===== src/rtl/ibus_dbus_arbiter_pkg.sv =====
// Shared definitions for the ibus/dbus arbiter. The bus bridge and the core also use
// them when they decode the arbiter state or the request size.
package ibus_dbus_arbiter_pkg;

  typedef enum logic [2:0] {
    IDLE,
    ADDR_I,
    ADDR_D,
    DATA_I,
    DATA_D
  } arb_state_t;

  localparam logic [2:0] MSIZE_WORD = 3'b010;

endpackage


===== src/rtl/arb_starve_counter.sv =====
// Saturating count of consecutive priority-side grants taken while the other side waits.
// The at_max output tells the arbiter to hand the next tie to the non-priority side.
module arb_starve_counter #(
  parameter int MAX_CONSEC = 4
) (
  input  logic       clk,
  input  logic       resetn,
  input  logic       inc,
  input  logic       clr,
  output logic [3:0] cnt,
  output logic       at_max
);

  localparam logic [3:0] MAX_CNT = 4'(MAX_CONSEC);

  assign at_max = (cnt == MAX_CNT);

  // NOTE: sequential state uses non-blocking assignments so every flop samples pre-edge values.
  always_ff @(posedge clk or negedge resetn) begin
    if (!resetn) begin
      cnt <= 4'd0;
    end else if (inc) begin
      cnt <= at_max ? cnt : cnt + 4'd1;
    end else if (clr) begin
      cnt <= 4'd0;
    end
  end

endmodule


===== src/rtl/ibus_dbus_arbiter.sv =====
// Shares one downstream memory bus between the fetch and data ports. Only one transaction
// is outstanding at a time, and the owner keeps the bus from its grant until data_ok.
module ibus_dbus_arbiter
  import ibus_dbus_arbiter_pkg::*;
#(
  parameter bit PRIO_DATA  = 1'b1,
  parameter int MAX_CONSEC = 4
) (
  input  logic        clk,
  input  logic        resetn,
  input  logic        i_valid,
  input  logic [31:0] i_addr,
  output logic        i_addr_ok,
  output logic        i_data_ok,
  output logic [31:0] i_data,
  input  logic        d_valid,
  input  logic [31:0] d_addr,
  input  logic [2:0]  d_size,
  input  logic [3:0]  d_strobe,
  input  logic [31:0] d_wdata,
  output logic        d_addr_ok,
  output logic        d_data_ok,
  output logic [31:0] d_data,
  output logic        m_valid,
  output logic        m_is_write,
  output logic [31:0] m_addr,
  output logic [2:0]  m_size,
  output logic [3:0]  m_strobe,
  output logic [31:0] m_wdata,
  input  logic        m_addr_ok,
  input  logic        m_data_ok,
  input  logic [31:0] m_data
);

  arb_state_t state, state_next;
  logic [3:0] starve_cnt;
  logic       at_max;
  logic       d_wins_tie, grant_d_idle, sel_d, req_phase;
  logic       prio_sel, other_valid, inc, clr;

  // On a tie the priority side wins until it has starved the other side MAX_CONSEC times.
  assign d_wins_tie   = PRIO_DATA ? !at_max : at_max;
  assign grant_d_idle = d_valid & (!i_valid | d_wins_tie);
  assign req_phase    = (state == IDLE && (i_valid || d_valid)) ||
                        state == ADDR_I || state == ADDR_D;
  assign sel_d        = (state == ADDR_D) || (state == IDLE && grant_d_idle);

  assign m_addr     = sel_d ? d_addr : i_addr;
  assign m_size     = sel_d ? d_size : MSIZE_WORD;
  assign m_strobe   = sel_d ? d_strobe : 4'd0;
  assign m_wdata    = sel_d ? d_wdata : 32'd0;
  assign m_is_write = sel_d & (|d_strobe);
  assign i_data     = m_data;
  assign d_data     = m_data;

  assign prio_sel    = PRIO_DATA ? sel_d : !sel_d;
  assign other_valid = PRIO_DATA ? i_valid : d_valid;
  assign inc         = m_valid & m_addr_ok & prio_sel & other_valid;
  assign clr         = m_valid & m_addr_ok & !inc;

  arb_starve_counter #(.MAX_CONSEC(MAX_CONSEC)) u_starve (
    .clk    (clk),
    .resetn (resetn),
    .inc    (inc),
    .clr    (clr),
    .cnt    (starve_cnt),
    .at_max (at_max)
  );

  always_ff @(posedge clk or negedge resetn) begin
    if (!resetn) state <= IDLE;
    else         state <= state_next;
  end

  // NOTE: every always_comb output gets a default first, otherwise unassigned paths infer latches.
  always_comb begin
    state_next = state;
    case (state)
      IDLE, ADDR_I, ADDR_D: begin
        if (req_phase) begin
          if (m_addr_ok) state_next = m_data_ok ? IDLE : (sel_d ? DATA_D : DATA_I);
          else           state_next = sel_d ? ADDR_D : ADDR_I;
        end
      end
      DATA_I, DATA_D: if (m_data_ok) state_next = IDLE;
      default: state_next = IDLE;
    endcase
  end

  // Handshakes are gated by resetn so nothing leaks out while reset is held.
  always_comb begin
    m_valid   = 1'b0;
    i_addr_ok = 1'b0;
    d_addr_ok = 1'b0;
    i_data_ok = 1'b0;
    d_data_ok = 1'b0;
    if (resetn) begin
      case (state)
        IDLE, ADDR_I, ADDR_D: begin
          m_valid = req_phase;
          if (req_phase && m_addr_ok) begin
            i_addr_ok = !sel_d;
            d_addr_ok = sel_d;
            i_data_ok = !sel_d & m_data_ok;
            d_data_ok = sel_d & m_data_ok;
          end
        end
        DATA_I:  i_data_ok = m_data_ok;
        DATA_D:  d_data_ok = m_data_ok;
        default: ;
      endcase
    end
  end

endmodule

===== config.mk =====
export PLATFORM = sky130hd
export DESIGN_NAME = ibus_dbus_arbiter
export DESIGN_NICKNAME = d
export VERILOG_FILES = /design/src/rtl/ibus_dbus_arbiter_pkg.sv /design/src/rtl/arb_starve_counter.sv /design/src/rtl/ibus_dbus_arbiter.sv
export SDC_FILE = /design/constraint.sdc
export NUM_CORES = 1
export LEC_CHECK = 0
export ABC_AREA = 1
export BUFFER_PORTS_ARGS = -buffer_cell sky130_fd_sc_hd__buf_4
export CAP_MARGIN = 10
export CORE_AREA = 2 2 111 113
export DETAILED_ROUTE_END_ITERATION = 10
export DIE_AREA = 0 0 113 115
export SLEW_MARGIN = 5
export SYNTH_ARGS = -nofsm -noshare
export SYNTH_HDL_FRONTEND = slang
export SYNTH_SLANG_ARGS = --single-unit

===== constraint.sdc =====
create_clock -name clk -period 2.35 [get_ports clk]
set_clock_uncertainty 0.05 [all_clocks]
set_input_delay 0.1175 -clock clk [delete_from_list [all_inputs] [get_ports clk]]
set_output_delay 0.1175 -clock clk [all_outputs]
set_load 0.01 [all_outputs]

==> flow_metrics.py <==
metrics = {
    "place": {
        "dp_hpwl_um": 5560,
        "gp_congestion": 0.772,
        "dpl_cell_area_mm2": 0.00284,
        "port_buffers": 185,
    },
    "route": {
        "drtAntennaViolNets": 0,
        "wl_per_cell_um": 11.0,
        "viasPerCell": 3.72,
        "drt_iter0_drc": 90,
        "firstDrtPassIters": 9,
        "route.detailed.drc": 17,
        "wl_um": 6610,
        "vias": 2237,
    },
    "logic_synthesis": {
        "yosysTopAreaCell": "buf_4",
        "ys_seq_area_share_pct": 9.76,
        "synth_nets": 479,
        "synth.avg_cell_area_um2": 5.34,
        "synth_area_leaders": "buf_4 27%, nand2_1 26%, inv_1 11%",
        "ys_ff_latch": 7,
        "synth_cell_types": 24,
        "ys_async_sr_fraction_pct": 100,
        "synthFlopType": "dfrtp_1",
        "syn_inst": 336,
        "synth_top_area_share_pct": 26.8,
        "ys_warn_count": 0,
        "syn_area_mm2": 0.00180,
        "synth_edf_count": 0,
    },
    "timing": {
        "slew-limit-headroom_pct": 76.6,
        "period_minus_slack_ns": 2.08,
        "slew_violations": 0,
        "tightest_slew_ns": 0.351,
        "rsz0062_at_grt": "no",
        "setup-violations-final": 0,
        "finalHoldViolCount": 0,
        "setup_tns_ns": 0,
        "fmax_mhz": 480,
        "timing.final.crit_share_pct": 88.7,
    },
    "cts": {
        "clk_pin_slew_worst_paths_ns": 0.04,
        "cts_sinks": 7,
        "cts_htree_levels": 1,
        "cts_buffers": 3,
        "root_buffer": "clkbuf_16",
        "cts_buffer_depth": 2,
        "clk_latency_ns": 0.23,
        "cts_tree": "yes",
    },
    "finish": {
        "fillCellCount": 1373,
        "drive_above_1_share_pct": 44.2,
        "mostFrequentLayoutCells": "188 x buf_4, 123 x nand2_1, 53 x inv_1",
        "diodes": 0,
        "final_common_cell": "buf_4",
        "final_cell_area_mm2": 0.00294,
        "layout.nets": 599,
        "syn_to_final_growth_pct": 63.6,
    },
    "global_route": {
        "grt_antenna_before_repair": 0,
        "grt.overflow.total": 0,
        "grt_usage_pct": 8.77,
        "first_global_vias": 1860,
        "grt_max_degree": 34,
        "grt_pass1_wl_um": 9250,
    },
    "run_status": {
        "violations": "design-rule violations",
        "status": "finished with violations",
    },
    "floorplanning": {
        "dieArea_mm2": 0.0130,
        "core_area_mm2": 0.0118,
        "rows": 40,
        "start_util_pct": 15.2,
        "die_y_um": 115,
        "die_w_um": 113,
        "boundaryPins": 282,
    },
    "pwr": {
        "peakVddDrop_uv": 366,
        "p_per_area_mw_per_mm2": 995,
        "leakagePower_nw": 1.88,
        "finalPower_mw": 2.92,
    },
    "critical_path": {
        "cp_max_fo": 33,
        "critPathKind": "reg2out",
        "worstPathArrival_ns": 1.92,
        "start_kind": "flop",
        "worstPathRequired_ns": 2.18,
        "cp-end-kind": "primary output",
    },
    "hold_path": {
        "holdCritPathClass": "in2reg",
    },
    "flow_run": {
        "drv_cap": 0,
    },
}
-- per-layer routing --
| layer | vias up | GRT usage [%] | share of wire (%) |
|---|---|---|---|
| li1 | 1147 | - | - |
| met1 | 899 | 10.7 | 40 |
| met2 | 177 | 12.8 | 42 |
| met3 | 14 | 4.59 | 16 |
| met4 | 0 | 4.07 | 2.5 |
| met5 | - | 0 | 0 |
-- final timing paths --
kind / start / cells past startpoint / slack [ns] / to
max reg2reg: u_starve.cnt[0] / 14 / 0.59 / state[1]
max: u_starve.cnt[0] / 11 / 0.27 / m_addr[29]
min reg2reg: u_starve.cnt[0] / 2 / 0.49 / u_starve.cnt[0]
min: m_data_ok / 2 / 0.06 / state[2]
min in group asynchronous: resetn / 2 / 0.21 / u_starve.cnt[2]
max in group asynchronous: resetn / 2 / 1.88 / state[2]
-- state kept, by name (all words and copies together) (netlist names) --
| signal | cells |
|---|---|
| state | 3 |
| u_starve.cnt | 4 |
-- through the flow --
step	worst slack (ns)	cells	hold slack (ns)	utilization [%]
after global placement	0.452	597	-0.0838	24.0
after floorplan	0.797	336	-0.228	-
after global routing	0.0761	602	0.0713	24.9
after CTS	0.173	602	0.0582	24.8
after detailed placement	0.422	597	-0.0857	24.0
final	0.266	602	0.0603	24.9
-- cell usage after synthesis (2+ instances only) --
cell type / n
a21oi_1: 2
buf_2: 6
buf_4: 64
buf_6: 4
dfrtp_1: 7
ha_1: 2
inv_1: 53
inv_2: 2
nand2_1: 123
nand3_1: 11
nand3_2: 2
nor2_1: 45
nor2_2: 2
o21ai_1: 2
xor2_1: 2
-- what timing repair did --
action | in CTS | in global routing
setup buffers | 0 | 0
hold endpoints to repair | 7 | 0
endpoints found under the setup margin | 0 | 1
hold buffers | 1 | 0
gates resized for setup | 0 | 1
-- cells by family (layout without fill, tap and decap cells) --
kind of cell    after synthesis  in the layout  share of synthesized area (%)
compound gates                7              7                           2.30
xor+xnor                      2              2                          0.976
fa+ha+maj                     2              2                           1.39
buf+inv                     130            249                           43.3
flops                         7              7                           9.76
simple gates                188            188                           42.3
-- where the power goes --
part	switching, mW	internal, mW	total [mW]
Combinational	1.33	1.13	2.46
Sequential	0.0257	0.149	0.174
Clock	0.0682	0.226	0.294
-- cell type report --
cell class | instances | area (µm²) | share of cell area, %
Inverter | 55 | 206 | 7.03
Timing Repair Buffer | 190 | 1440 | 49.1
Multi-Input combinational cell | 199 | 852 | 29.0
Tap cell | 147 | 184 | 6.26
Clock buffer | 4 | 78.8 | 2.68
Sequential cell | 7 | 175 | 5.96
-- critical path: stages (launching register included) --
cell and delay, ns:
dfrtp_1 0.37, inv_1 0.07, ha_1 0.19, nand2_1 0.05, inv_1 0.05, nand2_1 0.07, nand3_1 0.07, nand2_1 0.08
buf_4 0.32, nand2_1 0.15, nand2_1 0.11, buf_4 0.12
Note: power is estimated with default switching activity, not from simulation.
